## src/rtl/dmem_bridge_if.sv

```systemverilog
// ---------------------------------------------------------------------------
// dmem_bridge_if
// Bundles the three channels around the data-memory bridge:
//   req_*   LSU -> bridge request channel (valid/ready), bridge drives req_ready
//   resp_*  bridge -> LSU response channel (valid/ready), LSU drives resp_ready
//   dmem_*  bridge -> RAM data port, RAM returns dmem_rdata combinationally
// Modports:
//   slave   the bridge itself
//   master  the LSU plus RAM side (the environment around the bridge)
// ---------------------------------------------------------------------------
interface dmem_bridge_if;
   logic        req_valid;
   logic        req_ready;
   logic [63:0] req_addr;
   logic [63:0] req_wdata;
   logic [1:0]  req_size;
   logic        req_wen;
   logic [3:0]  req_id;

   logic        resp_valid;
   logic        resp_ready;
   logic [63:0] resp_rdata;
   logic [3:0]  resp_id;
   logic        resp_err;

   logic        dmem_en;
   logic [63:0] dmem_addr;
   logic [63:0] dmem_rdata;
   logic [63:0] dmem_wdata;
   logic [63:0] dmem_wmask;
   logic        dmem_wen;

   modport slave (
      input  req_valid, req_addr, req_wdata, req_size, req_wen, req_id,
      input  resp_ready, dmem_rdata,
      output req_ready, resp_valid, resp_rdata, resp_id, resp_err,
      output dmem_en, dmem_addr, dmem_wdata, dmem_wmask, dmem_wen
   );

   modport master (
      output req_valid, req_addr, req_wdata, req_size, req_wen, req_id,
      output resp_ready, dmem_rdata,
      input  req_ready, resp_valid, resp_rdata, resp_id, resp_err,
      input  dmem_en, dmem_addr, dmem_wdata, dmem_wmask, dmem_wen
   );
endinterface

```

## src/rtl/dmem_bridge.sv

```systemverilog
// ---------------------------------------------------------------------------
// dmem_bridge
// Accepts one LSU load/store at a time, drives a single RAM access cycle with
// an 8-byte-aligned address, bit-level write mask and lane-shifted store data,
// then returns lane-extracted, zero-extended load data with the request tag
// and an error flag (misaligned or outside the RAM window).
// Ports:
//   clk    single clock, all state changes on posedge
//   reset  synchronous, active-high
//   bus    dmem_bridge_if.slave: req_*, resp_*, dmem_* channels
// Parameters:
//   ADDR_BASE  first legal physical address (matches RAM base)
//   ADDR_SIZE  legal window size in bytes
// Sequence: IDLE --fire--> ACCESS --> RESP --resp_ready--> IDLE or ACCESS.
// ---------------------------------------------------------------------------
module dmem_bridge #(
   parameter logic [63:0] ADDR_BASE = 64'h0000_0000_8000_0000,
   parameter logic [63:0] ADDR_SIZE = 64'h0000_0000_0800_0000
) (
   input  logic clk,
   input  logic reset,
   dmem_bridge_if.slave bus
);

   localparam logic [1:0] IDLE   = 2'd0;
   localparam logic [1:0] ACCESS = 2'd1;
   localparam logic [1:0] RESP   = 2'd2;

   localparam logic [63:0] WINDOW_END = ADDR_BASE + ADDR_SIZE;

   logic [1:0]  state;

   logic [63:0] addr_q;
   logic [63:0] wdata_q;
   logic [1:0]  size_q;
   logic        wen_q;
   logic [3:0]  id_q;
   logic        err_q;

   logic [63:0] resp_rdata_q;
   logic [3:0]  resp_id_q;
   logic        resp_err_q;

   logic        fire;
   logic        misaligned;
   logic        out_of_window;
   logic        req_err;
   logic        in_access;
   logic [5:0]  shamt;
   logic [63:0] lane_mask;
   logic [63:0] rdata_lane;

   // A new request can be taken when idle, or when the pending response is
   // being consumed this very cycle, which gives back-to-back RESP->ACCESS.
   assign bus.req_ready = !reset &&
                          ((state == IDLE) || ((state == RESP) && bus.resp_ready));
   assign fire = bus.req_valid && bus.req_ready;

   // Alignment check: the low log2(size) address bits must be zero.
   always_comb begin
      misaligned = 1'b0;
      case (bus.req_size)
         2'd0:    misaligned = 1'b0;
         2'd1:    misaligned = bus.req_addr[0];
         2'd2:    misaligned = |bus.req_addr[1:0];
         default: misaligned = |bus.req_addr[2:0];
      endcase
   end

   assign out_of_window = (bus.req_addr < ADDR_BASE) || (bus.req_addr >= WINDOW_END);
   assign req_err       = misaligned || out_of_window;

   // Byte-lane mask of the access width, right-justified; shifted into place
   // for stores and used directly to trim extracted load data.
   always_comb begin
      lane_mask = 64'hFFFF_FFFF_FFFF_FFFF;
      case (size_q)
         2'd0:    lane_mask = 64'h0000_0000_0000_00FF;
         2'd1:    lane_mask = 64'h0000_0000_0000_FFFF;
         2'd2:    lane_mask = 64'h0000_0000_FFFF_FFFF;
         default: lane_mask = 64'hFFFF_FFFF_FFFF_FFFF;
      endcase
   end

   // RAM port is only live in ACCESS and is fully quiet while reset is high,
   // so a reset landing on the access cycle cannot commit a write.
   assign in_access  = (state == ACCESS) && !reset;
   assign shamt      = {addr_q[2:0], 3'b000};
   assign rdata_lane = (bus.dmem_rdata >> shamt) & lane_mask;

   assign bus.dmem_en    = in_access && !err_q;
   assign bus.dmem_wen   = in_access && !err_q && wen_q;
   assign bus.dmem_addr  = in_access ? {addr_q[63:3], 3'b000} : 64'd0;
   assign bus.dmem_wmask = (in_access && wen_q) ? (lane_mask << shamt) : 64'd0;
   assign bus.dmem_wdata = in_access ? (wdata_q << shamt) : 64'd0;

   assign bus.resp_valid = (state == RESP);
   assign bus.resp_rdata = resp_rdata_q;
   assign bus.resp_id    = resp_id_q;
   assign bus.resp_err   = resp_err_q;

   // Main sequencer. Reset always returns to IDLE, which drops any request
   // in flight and any response not yet consumed.
   always_ff @(posedge clk) begin
      if (reset) begin
         state <= IDLE;
      end else begin
         case (state)
            IDLE:    state <= fire ? ACCESS : IDLE;
            ACCESS:  state <= RESP;
            RESP:    if (bus.resp_ready) state <= fire ? ACCESS : IDLE;
            default: state <= IDLE;
         endcase
      end
   end

   // Request holding registers, loaded on every accepted request together
   // with the error verdict so ACCESS needs no further decoding of the window.
   always_ff @(posedge clk) begin
      if (reset) begin
         addr_q  <= 64'd0;
         wdata_q <= 64'd0;
         size_q  <= 2'd0;
         wen_q   <= 1'b0;
         id_q    <= 4'd0;
         err_q   <= 1'b0;
      end else if (fire) begin
         addr_q  <= bus.req_addr;
         wdata_q <= bus.req_wdata;
         size_q  <= bus.req_size;
         wen_q   <= bus.req_wen;
         id_q    <= bus.req_id;
         err_q   <= req_err;
      end
   end

   // Response registers are written only at the end of ACCESS, so they stay
   // stable through any number of RESP stall cycles.
   always_ff @(posedge clk) begin
      if (reset) begin
         resp_rdata_q <= 64'd0;
         resp_id_q    <= 4'd0;
         resp_err_q   <= 1'b0;
      end else if (state == ACCESS) begin
         resp_rdata_q <= (!err_q && !wen_q) ? rdata_lane : 64'd0;
         resp_id_q    <= id_q;
         resp_err_q   <= err_q;
      end
   end

endmodule

```

## src/flat_wrapper.sv

```systemverilog
// flat-port wrapper written by rule: the top's interface ports become plain ports
module dmem_bridge_flat 
#(
   parameter logic [63:0] ADDR_BASE = 64'h0000_0000_8000_0000,
   parameter logic [63:0] ADDR_SIZE = 64'h0000_0000_0800_0000
)
  (clk, reset, bus_req_valid, bus_req_addr, bus_req_wdata, bus_req_size, bus_req_wen, bus_req_id, bus_resp_ready, bus_dmem_rdata, bus_req_ready, bus_resp_valid, bus_resp_rdata, bus_resp_id, bus_resp_err, bus_dmem_en, bus_dmem_addr, bus_dmem_wdata, bus_dmem_wmask, bus_dmem_wen);
  dmem_bridge_if bus_i ();
  input  logic clk;
  input  logic reset;
  input wire logic [$bits(bus_i.req_valid)-1:0] bus_req_valid;
  input wire logic [$bits(bus_i.req_addr)-1:0] bus_req_addr;
  input wire logic [$bits(bus_i.req_wdata)-1:0] bus_req_wdata;
  input wire logic [$bits(bus_i.req_size)-1:0] bus_req_size;
  input wire logic [$bits(bus_i.req_wen)-1:0] bus_req_wen;
  input wire logic [$bits(bus_i.req_id)-1:0] bus_req_id;
  input wire logic [$bits(bus_i.resp_ready)-1:0] bus_resp_ready;
  input wire logic [$bits(bus_i.dmem_rdata)-1:0] bus_dmem_rdata;
  output wire logic [$bits(bus_i.req_ready)-1:0] bus_req_ready;
  output wire logic [$bits(bus_i.resp_valid)-1:0] bus_resp_valid;
  output wire logic [$bits(bus_i.resp_rdata)-1:0] bus_resp_rdata;
  output wire logic [$bits(bus_i.resp_id)-1:0] bus_resp_id;
  output wire logic [$bits(bus_i.resp_err)-1:0] bus_resp_err;
  output wire logic [$bits(bus_i.dmem_en)-1:0] bus_dmem_en;
  output wire logic [$bits(bus_i.dmem_addr)-1:0] bus_dmem_addr;
  output wire logic [$bits(bus_i.dmem_wdata)-1:0] bus_dmem_wdata;
  output wire logic [$bits(bus_i.dmem_wmask)-1:0] bus_dmem_wmask;
  output wire logic [$bits(bus_i.dmem_wen)-1:0] bus_dmem_wen;
  assign bus_i.req_valid = bus_req_valid;
  assign bus_i.req_addr = bus_req_addr;
  assign bus_i.req_wdata = bus_req_wdata;
  assign bus_i.req_size = bus_req_size;
  assign bus_i.req_wen = bus_req_wen;
  assign bus_i.req_id = bus_req_id;
  assign bus_i.resp_ready = bus_resp_ready;
  assign bus_i.dmem_rdata = bus_dmem_rdata;
  assign bus_req_ready = bus_i.req_ready;
  assign bus_resp_valid = bus_i.resp_valid;
  assign bus_resp_rdata = bus_i.resp_rdata;
  assign bus_resp_id = bus_i.resp_id;
  assign bus_resp_err = bus_i.resp_err;
  assign bus_dmem_en = bus_i.dmem_en;
  assign bus_dmem_addr = bus_i.dmem_addr;
  assign bus_dmem_wdata = bus_i.dmem_wdata;
  assign bus_dmem_wmask = bus_i.dmem_wmask;
  assign bus_dmem_wen = bus_i.dmem_wen;
  dmem_bridge #(.ADDR_BASE(ADDR_BASE), .ADDR_SIZE(ADDR_SIZE)) u_core (.clk(clk), .reset(reset), .bus(bus_i));
endmodule
```

## config.mk

```make
export PLATFORM = sky130hd
export DESIGN_NAME = dmem_bridge_flat
export DESIGN_NICKNAME = d
export VERILOG_FILES = /design/src/rtl/dmem_bridge_if.sv /design/src/rtl/dmem_bridge.sv /design/src/flat_wrapper.sv
export SDC_FILE = /design/constraint.sdc
export NUM_CORES = 1
export LEC_CHECK = 0
export CORE_AREA = 2 2 183 185
export DETAILED_ROUTE_END_ITERATION = 10
export DIE_AREA = 0 0 185 187
export GPL_TIMING_DRIVEN = 0
export HOLD_SLACK_MARGIN = 0.03
export PLACE_DENSITY = 0.76
export SETUP_SLACK_MARGIN = 0.4
export SLEW_MARGIN = 40
export SYNTH_ARGS = -nofsm -noshare
export SYNTH_HDL_FRONTEND = slang
export SYNTH_SLANG_ARGS = --single-unit
```

## constraint.sdc

```tcl
create_clock -name clk -period 2.39 [get_ports clk]
set_clock_uncertainty 0.1 [all_clocks]
set_input_delay 0.239 -clock clk [delete_from_list [all_inputs] [get_ports clk]]
set_output_delay 0.239 -clock clk [all_outputs]
set_load 0.01 [all_outputs]
```

# --- Word-level counts from Yosys, hierarchy flattened ---
# Index checks and enable logic that the tools add are counted.
op_classes:
  magnitude_cmp: 2
  n_eq_ne: 7
  n_shift: 3
  muxes: 9
  n_bitwise: 1
  n_reduce_logical: 19
ops:
  columns: ["cell", "count"]
  rows:
  - ["two-way mux 64 bit", 4]
  - ["one-hot mux 64 bit (3 select lines)", 1]
  - ["left shift 64 x 6 -> 64 bit", 2]
  - ["AND 64 bit", 1]
  - ["greater-or-equal comparator 64 x 32 -> 1 bit, second input constant", 1]
  - ["< comparator 64 x 32 -> 1 bit, second input constant", 1]
  - ["right shift 64 x 6 -> 64 bit", 1]
  - ["logical AND 1 bit", 8]
  - ["equality test 2 x 1 -> 1 bit, second input constant", 3]
  - ["equality test 2 bit, second input constant", 3]
  - ["logical NOT 2 bit", 3]
  - ["one-hot mux 2 bit (3 select lines)", 1]
  - ["logical NOT 1 bit", 3]
  - ["logical OR 1 bit", 3]
  - ["one-hot mux 1 bit (3 select lines)", 1]
  - ["OR reduction 3 bit", 1]
  - ["two-way mux 2 bit", 1]
  - ["!= test 2 bit, second input constant", 1]
  - ["OR reduction 2 bit", 1]
  - ["two-way mux 1 bit", 1]
word_totals:
  reg_bits: 207
  inputBits: 203
  out_inout_bits: 265

# --- Logic depth before layout (Yosys ltp) ---
depth:
  word_depth: 8
  mapped_depth: 9

# --- Worst setup path after synthesis ---
# No wires, ideal clock.
synth_timing:
  path_kind: "reg-to-output"
  from: "register u_core.addr_q[1]"
  to: "output port bus_dmem_wmask[41]"
  t_arrival_ns: 2.276
  required_time_ns: 2.051
  path_slack_ns: -0.225
  path_stages_with_launch: 9
  path_buffers: 4
  cell_sequence: "dfxtp_1 buf_2 buf_2 buf_2 o21ai_0 nand2_1 nand3_1 a211oi_1 buf_4"
synth_between:
  elab_chain_cells: 2
synth_lines:
  columns: ["element", "line", "source"]
  rows:
  - ["start, declared", "dmem_bridge.sv:33", "logic [63:0] addr_q;"]
  - ["start signal, assigned", "dmem_bridge.sv:128", "addr_q <= bus.req_addr;"]
  - ["left shift 64 x 6 -> 64 bit", "dmem_bridge.sv:94", "assign bus.dmem_wmask = (in_access && wen_q) ? (lane_mask << shamt) : 64'd0;"]
  - ["two-way mux 64 bit", "dmem_bridge.sv:94", null]
  - ["end, declared", "flat_wrapper.sv:27", "output wire logic [$bits(bus_i.dmem_wmask)-1:0] bus_dmem_wmask;"]
# Every way passes these cells.

# --- Final worst setup path ---
layout_timing:
  from: "register u_core.addr_q[1]"
  to: "output port bus_dmem_wmask[37]"
# Same word-level chain as after synthesis.

==> flow_summary.toml <==
[outcome]
status = "finished with violations"
failed_checks = "negative setup slack"

[critical_path]
worst-setup-path-type = "flip-flop to output pin"
crit_fanout = 8
worst_setup_path_start_kind = "flip-flop"
r2r-start = "u_core.state[1]$_SDFFE_PP0P_"
slowest_delay_ns = 0.40
r2r_end = "u_core.addr_q[13]$_SDFFE_PP0P_"
r2r_setup_slack_ns = 0.11
path_cells = "buf_8 -> buf_12 -> buf_12 -> buf_12 -> o32a_1 -> nor2_4 -> buf_6 -> buf_6 -> buf_6 -> buf_6"
cp.required_ns = 2.05
cp_common_cell = "buf_6"
worstPathArrival_ns = 2.43
end_kind = "output pin"
slowest_stage = "o32a_1"
reg2reg_depth = 9

[sta]
layout_setup_ws_ns = -0.3788
slew_headroom = 0.5191
setup_viol = 176
achievable-frequency_mhz = 361.2
layout_min_cycle_time_ns = 2.769
hold_violations = 0
rsz0062_at_grt = "true"
fin_crit_sh = 1.158
tightest_slew_ns = 0.7214
drv_slew = 0

[die]
core_um2 = 32860
rows = 67
die_x_um = 185
ioPinCount = 468
die_h_um = 187
start_util = 0.3493
dieArea_um2 = 34600

[power]
p_int_mw = 6.906
p_clk_frac = 0.377
net-switching-power_mw = 2.780
leakage_nw = 8.729
power_density_nw_per_um2 = 427.8
vdd_drop_max_mv = 0.4625
p_comb_frac = 0.239
swShare = 0.2870
p_seq_frac = 0.384

[placement]
dp.cells = 2327
port_buffers = 464
dp_hpwl_mm = 42.12
dpl_worst_slack_ns = -1.103
place_congestion = 0.9680

[layout]
nets = 2315
fillerInstances = 2431
drive_above_1_share = 0.4343
utilization = 0.6889
final_cell_count_no_fill = 2579
final_common_cell = "nand2_1"
final_cell_mix = "298 x nand2_1, 288 x buf_6, 272 x clkdlybuf4s50_1"
syn_to_final_growth_pct = 97.23

[clock_network]
numCtsBuffers = 24
htreeDepth = 1
clk_pin_slew_ns = 0.06
tritoncts = "built"
root_buffer = "clkbuf_16"
clock_path_buffers = 3
clk-insertion-delay-late_ns = 0.54
clock-sinks = 207

[global_routing]
antenna_found_initial = 2
gr-total-overflow = 0
grt_pass1_wl_mm = 85.89
grt_usage = 0.3290
grt_pass1_vias = 13741
grt_max_degree = 13

[synthesis]
synth_edf_count = 0
synth_cells = 1413
ys_warn_count = 0
ys_seq_area_frac = 0.3610
synth_cell_type_count = 46
async_flop_share = 0
syn_avg_cell_area_um2 = 8.124
synth_seq_cells = 207
syn_area_um2 = 11480
ys.flop_type = "dfxtp_1"

[route]
drtIter0Drc = 1303
wirelength_mm = 61.42
detail-route-antenna-nets = 0
drcViolationCount = 0
vias = 14202
wire_per_inst_um = 23.82
viasPerCell = 5.507
drt-pass1-iter-count = 6

[hold_path]
min_to = "u_core.wdata_q[63]$_SDFFE_PP0P_"
hp-class = "input pin to flip-flop"
min_from = "bus_req_wdata[63]"
worstHoldPathCells = 3

[run]
maxCapViolations = 0
-- per-stage QoR --
step,power [mW],setup TNS [ns],cell area (µm²),hold slack (ns)
floorplan,4.475,0,11630,0.2750
global placement,5.260,-162.99,16830,0.3303
detailed placement,5.277,-171.63,16830,0.3309
CTS,9.431,-24.58,21150,0.1347
global route,9.955,-39.75,22640,0.1500
finish,9.685,-33.30,22640,0.1467
-- worst max-delay path: cells and delay by family (launching register included) --
family	cells	cell delay, ns
simple gates	1	0.24
compound gates	1	0.40
flops	1	0.34
buf+inv	8	0.90
-- synthesized netlist by cell type (13+ instances only) --
cell / count / area, µm²
buf_4: 59 / 442.9
mux2_2: 38 / 427.9
nor2b_1: 13 / 81.33
mux2i_1: 80 / 800.8
nor2_1: 96 / 360.4
a211oi_1: 18 / 135.1
dfxtp_1: 207 / 4144
mux4_2: 27 / 608.1
and2_1: 71 / 444.2
a22oi_1: 56 / 420.4
nand2_1: 342 / 1284
nand2b_1: 13 / 81.33
buf_2: 52 / 260.3
clkbuf_1: 60 / 225.2
a21oi_1: 162 / 810.8
o2bb2ai_1: 19 / 166.4
-- cell type report --
class                   instances  area, µm²  share of cell area
clock inverters                 9      75.07            0.003316
plain buffers                 177       2142             0.09462
inverters                       4      30.03            0.001326
multi-input cells            1027       7804              0.3447
repair buffers                671       7174              0.3169
clock buffers                  35      693.2             0.03062
flip-flops and latches        207       4158              0.1837
well taps                     448      560.5             0.02476
diodes                          1      2.502           0.0001105
-- power groups by stage --
stage | logic [mW] | clock network (mW) | registers, mW
CTS | 2.07 | 3.66 | 3.70
floorplan | 0.762 | 0 | 3.71
detailed placement | 1.52 | 0 | 3.75
finish | 2.32 | 3.65 | 3.72
global placement | 1.51 | 0 | 3.75
global route | 2.42 | 3.81 | 3.72
-- registers in the layout, indices dropped and copies added, names as in the netlist --
signal                 flops
u_core.addr_q             64
u_core.bus.resp_rdata     64
u_core.wdata_q            64
u_core.bus.resp_id         4
u_core.id_q                4
u_core.size_q              2
u_core.state               2
u_core.bus.resp_err        1
u_core.err_q               1
u_core.wen_q               1
-- worst max-delay path by stage --
stage / from / to / cells after the start
5_1_grt: u_core.addr_q[1]$_SDFFE_PP0P_ / bus_dmem_wmask[37] / 10
6_report: u_core.addr_q[1]$_SDFFE_PP0P_ / bus_dmem_wmask[37] / 10
4_1_cts: u_core.addr_q[1]$_SDFFE_PP0P_ / bus_dmem_wmask[37] / 10
3_5_place_dp: reset / bus_dmem_wmask[45] / 8
2_1_floorplan: u_core.addr_q[0]$_SDFFE_PP0P_ / bus_dmem_wmask[25] / 7
3_3_place_gp: reset / bus_dmem_wmask[45] / 8
-- logic make-up (layout without fill, tap and decap cells) --
kind of cell	Yosys count	count (layout)	synth area share
other cells	1	4	0.0003267
buf+inv	181	896	0.08546
compound gates	308	308	0.1703
mux	145	145	0.1600
flops	207	207	0.3610
simple gates	571	571	0.2229
-- routing by layer --
layer / up-vias / track usage / share of wire
li1: 6257 / - / -
met1: 6867 / 0.4023 / 0.37
met2: 870 / 0.5657 / 0.49
met3: 206 / 0.05218 / 0.082
met4: 2 / 0.1480 / 0.057
met5: - / 0 / 0.00013
-- repair_timing --
| action | 4_1_cts | 5_1_grt |
|---|---|---|
| pin swaps | 115 | 79 |
| cloned | 14 | 8 |
| gates resized for setup | 1474 | 266 |
| endpoints found under the setup margin | 390 | 397 |
| setup buffers | 140 | 45 |
| hold buffers | 0 | 0 |
No activity file was read; power rests on OpenSTA's default activity.
